**src/rtl/up_down_counter_pkg.sv**
```systemverilog
// Shared definitions for the loadable up/down counter: default width and
// the direction encoding used by the RTL and its bench.
package up_down_counter_pkg;

  localparam int DEFAULT_COUNT_WIDTH = 6;

  typedef enum logic {
    DIR_DOWN = 1'b0,
    DIR_UP   = 1'b1
  } count_dir_e;

endpackage : up_down_counter_pkg

```
**src/rtl/up_down_counter_if.sv**
```systemverilog
// Control/data bundle of the up/down counter; the block that owns the
// counter sits on the slave side, whoever steers it on the master side.
interface up_down_counter_if
  import up_down_counter_pkg::*;
#(
  parameter int WIDTH = DEFAULT_COUNT_WIDTH
);

  logic             LOAD;
  logic [WIDTH-1:0] DATA;
  logic             COUNT_UP;
  logic [WIDTH-1:0] COUNT;

  modport master (
    output LOAD,
    output DATA,
    output COUNT_UP,
    input  COUNT
  );

  modport slave (
    input  LOAD,
    input  DATA,
    input  COUNT_UP,
    output COUNT
  );

endinterface : up_down_counter_if

```
**src/rtl/up_down_counter.sv**
```systemverilog
// Free-running modulo-2^WIDTH up/down counter with synchronous reset and
// parallel load; COUNT comes straight from the state register.
module up_down_counter
  import up_down_counter_pkg::*;
#(
  parameter int WIDTH = DEFAULT_COUNT_WIDTH
) (
  input  logic               CLK,
  input  logic               RESET,
  up_down_counter_if.slave   bus
);

  logic [WIDTH-1:0] count_q;
  count_dir_e       dir;

  assign dir = count_dir_e'(bus.COUNT_UP);

  // Priority is reset, then load, then step; there is no hold state, so the
  // counter moves on every edge that is neither a reset nor a load.
  // NOTE: state registers use non-blocking assignments so every flop samples
  // the pre-edge value of count_q regardless of process ordering.
  always_ff @(posedge CLK) begin
    if (RESET) begin
      count_q <= '0;
    end else if (bus.LOAD) begin
      count_q <= bus.DATA;
    end else if (dir == DIR_UP) begin
      count_q <= count_q + WIDTH'(1);
    end else begin
      count_q <= count_q - WIDTH'(1);
    end
  end

  assign bus.COUNT = count_q;

`ifndef SYNTHESIS
  localparam logic [WIDTH-1:0] COUNT_MAX = '1;

  // Power-up contents are undefined, so properties wait for a first reset.
  logic seen_reset;
  always_ff @(posedge CLK) begin
    seen_reset <= (seen_reset === 1'b1) || RESET;
  end

  a_reset_value: assert property (@(posedge CLK)
    RESET |=> (count_q == '0));

  a_load_priority: assert property (@(posedge CLK)
    (!RESET && bus.LOAD) |=> (count_q == $past(bus.DATA)));

  a_wrap_up: assert property (@(posedge CLK)
    (seen_reset && !RESET && !bus.LOAD && bus.COUNT_UP && count_q == COUNT_MAX)
      |=> (count_q == '0));

  a_wrap_down: assert property (@(posedge CLK)
    (seen_reset && !RESET && !bus.LOAD && !bus.COUNT_UP && count_q == '0)
      |=> (count_q == COUNT_MAX));
`endif

endmodule : up_down_counter

```
**src/flat_wrapper.sv**
```systemverilog
// flat-port wrapper written by rule: the top's interface ports become plain ports
module up_down_counter_flat import up_down_counter_pkg::*;
#(
  parameter int WIDTH = DEFAULT_COUNT_WIDTH
)
  (CLK, RESET, bus_LOAD, bus_DATA, bus_COUNT_UP, bus_COUNT);
  up_down_counter_if #(.WIDTH(WIDTH)) bus_i ();
  input  logic CLK;
  input  logic RESET;
  input wire logic [$bits(bus_i.LOAD)-1:0] bus_LOAD;
  input wire logic [$bits(bus_i.DATA)-1:0] bus_DATA;
  input wire logic [$bits(bus_i.COUNT_UP)-1:0] bus_COUNT_UP;
  output wire logic [$bits(bus_i.COUNT)-1:0] bus_COUNT;
  assign bus_i.LOAD = bus_LOAD;
  assign bus_i.DATA = bus_DATA;
  assign bus_i.COUNT_UP = bus_COUNT_UP;
  assign bus_COUNT = bus_i.COUNT;
  up_down_counter #(.WIDTH(WIDTH)) u_core (.CLK(CLK), .RESET(RESET), .bus(bus_i));
endmodule
```
**config.mk**
```make
export PLATFORM = sky130hd
export DESIGN_NAME = up_down_counter_flat
export DESIGN_NICKNAME = d
export VERILOG_FILES = /design/src/rtl/up_down_counter_pkg.sv /design/src/rtl/up_down_counter_if.sv /design/src/rtl/up_down_counter.sv /design/src/flat_wrapper.sv
export SDC_FILE = /design/constraint.sdc
export NUM_CORES = 1
export LEC_CHECK = 0
export CAP_MARGIN = 20
export CORE_AREA = 2 2 39 41
export DETAILED_ROUTE_END_ITERATION = 7
export DIE_AREA = 0 0 41 43
export PLACE_DENSITY = 0.65
export SYNTH_ARGS = -nofsm -noshare
export SYNTH_HDL_FRONTEND = slang
export SYNTH_SLANG_ARGS = --single-unit
```
**constraint.sdc**
```tcl
create_clock -name CLK -period 1.7 [get_ports CLK]
set_input_delay 0.51 -clock CLK [delete_from_list [all_inputs] [get_ports CLK]]
set_output_delay 0.51 -clock CLK [all_outputs]
set_load 0.1 [all_outputs]
```
==> impl_metrics.toml <==
[layout]
layout.nets = 95
area_growth_syn_to_layout_pct = 99.1
final_core_util_pct = 57.6
antenna_cells = 0
fill_cells = 134
drive_above_1_share_pct = 48.1
register_area_um2 = 129
stdcell_count = 95
multi_input_area_um2 = 293
largest_register_ffs = 6

[floorplan]
rows = 14
core_um2 = 1380
pin_count = 16
dieWidth_um = 41
die_h_um = 43
die_area_um2 = 1760
start_util_pct = 28.9

[synth]
postSynthCellCount = 46
synth_area_um2 = 400
synth_cell_types = 21
ys_seq_elements = 6
yosys.area.top_type = "dfxtp_1"
synth_compound_area_share_pct = 16.6
synth_nets = 61
synth_mux_area_share_pct = 2.50
synth_adder_area_share_pct = 17.5
netlist.area_leader.share_pct = 30.0
synth.area.top_cells = "dfxtp_1, ha_1, nor2_1"
synth-xor-area-share_pct = 4.38
yosys.area_share.simple_pct = 25.6
synth_top_family_by_area = "simple AND/OR/NAND/NOR gates"
avgSynthCellArea_um2 = 8.70
ys_warn_count = 0
seq_area_frac_synth_pct = 30.0

[power_and_ir_drop]
leakagePower_nw = 0.354
ir_worst_vdd_uv = 451
powerDensity_nw_per_um2 = 887

[placed_design]
hpwl_um = 872
pre_cts_ws_ns = -0.668
dp_cells = 89
port_buffers = 15
place.gp.congestion = 0.737

[clock_network]
htreeDepth = 1
clk_latency_ns = 0.25
cts_tree = "built"
hold_buffers = 0
clkTransAtPathRegs_ns = 0.06
cts_buffers = 3
cts_buffer_depth = 2
clock_sinks = 6
clockRootBuffer = "clkbuf_4"

[global_route]
overflow = 0
grt_first_pass_wirelength_mm = 2.12
antenna_found_initial = 0
track_usage_pct = 18.5
grt_max_degree = 7
first_global_vias = 477

[timing]
rsz0062_at_grt = "false"
setup_viol = 0
slew_violations = 0
worst_slew_pin_slew_ns = 0.275
min_period_over_period_pct = 97.0
fmax_mhz = 606
timing.final.ws_setup_ns = 0.0504
period_needed_ns = 1.65
hold_viol = 0
holdWs_ns = 0.727
skew_ns = 0.00926
relSlewSlack_pct = 81.6

[drt]
vias = 456
final_antenna_net_count = 0
dr.pass1.iters = 4
routedWlPerCell_um = 13.4
drt_wl_total_mm = 1.28
via_per_inst = 4.80
drt_iter0_drc = 12
remaining_drc_errors = 0

[setup_path]
cp_slowest_stage_delay_ns = 0.35
critPathMaxFanout = 5
crit_path_end_kind = "flip-flop"
crit_arrival_ns = 1.77
cp_top_family = "simple AND/OR/NAND/NOR gates"
path_class = "in -> reg"
path_buf_inv = 2
critPathRequiredTime_ns = 1.83
path_cells = "buf_2 > inv_2 > fa_2 > a21o_1 > a21oi_2 > nor4_1 > or3_1"
cp-start-kind = "primary input"
critPathSlowestCell = "fa_2"

[job]
drv_cap = 0

[run_status]
status = "complete, no violations"

[worst_hold_path]
min_path_type = "reg -> reg"
layout by cell type (no fill, tap or decap), types with 2 or more instances in the layout:
cell / n
nand2_1: 3
a21oi_1: 4
xnor2_1: 2
ha_1: 3
buf_12: 6
nor2_1: 6
clkdlybuf4s50_1: 8
or3_1: 2
dfxtp_2: 4
nor4_1: 3
clkbuf_4: 3
buf_4: 16
cells in the mapped netlist:
cell      n
nor3b_1   1
nor4_1    3
mux2i_1   1
xnor2_1   2
a21oi_1   5
o21ai_0   1
ha_1      4
dfxtp_1   6
o31ai_1   1
nand3b_1  1
inv_1     1
fa_1      1
a211oi_2  1
o311ai_0  1
and3b_1   1
a21o_1    1
or3_1     2
nand2_1   3
nor4bb_1  1
nor2_1    7
buf_2     2
what timing repair did:
item                                    in CTS  in global routing
resized for setup                           10                  0
endpoints found under the setup margin       4                  1
pin swaps                                    6                  3
buffers inserted                             2                  0
hold endpoints to repair                     0                  0
per-layer routing:
metal	GRT usage, %	vias to the layer above	wire [um]	share of wire [%]
met1	19.8	204	512	40
met5	0	-	0	0
li1	-	234	-	-
met4	10.0	0	21	1.6
met2	30.0	16	684	54
met3	6.28	2	58	4.5
where the power goes:
group          leakage [nW]  internal, mW  switching [mW]
registers            0.0516         0.159          0.0201
logic                 0.287         0.172           0.202
clock network        0.0150        0.0897          0.0641
final timing paths:
path / from / endpoint / slack (ns) / depth (start not counted)
worst max-delay path: bus_COUNT_UP / u_core.bus.COUNT[4] / 0.05 / 7
worst min-delay path: u_core.bus.COUNT[0] / u_core.bus.COUNT[0] / 0.73 / 4
worst max register to register: u_core.bus.COUNT[1] / u_core.bus.COUNT[4] / 0.08 / 5
worst min register to register: u_core.bus.COUNT[0] / u_core.bus.COUNT[0] / 0.73 / 4
area by class of cell:
| cell class | instances | area share [%] |
|---|---|---|
| sequential | 6 | 16.2 |
| multi-input combinational | 37 | 36.7 |
| tap | 16 | 2.51 |
| clock buffer | 4 | 3.30 |
| inverter | 1 | 0.471 |
| timing repair buffer | 31 | 40.8 |
tightest hold or removal path: cells and delay by family (launching register included):
family	cells	cell delay, ns
flip-flops	1	0.33
AO/OA/AOI/OAI	1	0.05
AND/OR/NAND/NOR	2	0.16
buffers and inverters	1	0.15
metrics by stage:
stage,power [mW],setup TNS (ns),instance area [um^2]
2_1_floorplan,0.372,-0.144,409
3_3_place_gp,0.519,-2.29,734
3_5_place_dp,0.523,-2.43,734
4_1_cts,0.698,0,797
5_1_grt,0.747,0,797
6_report,0.707,0,797
cell families after synthesis:
logic type               count (synthesis)
AND/OR/NAND/NOR                         19
AO/OA/AOI/OAI                           10
flip-flops                               6
adder cells (fa/ha/maj)                  5
buffers and inverters                    3
XOR/XNOR                                 2
multiplexers                             1
(Power assumes the default switching activity.)
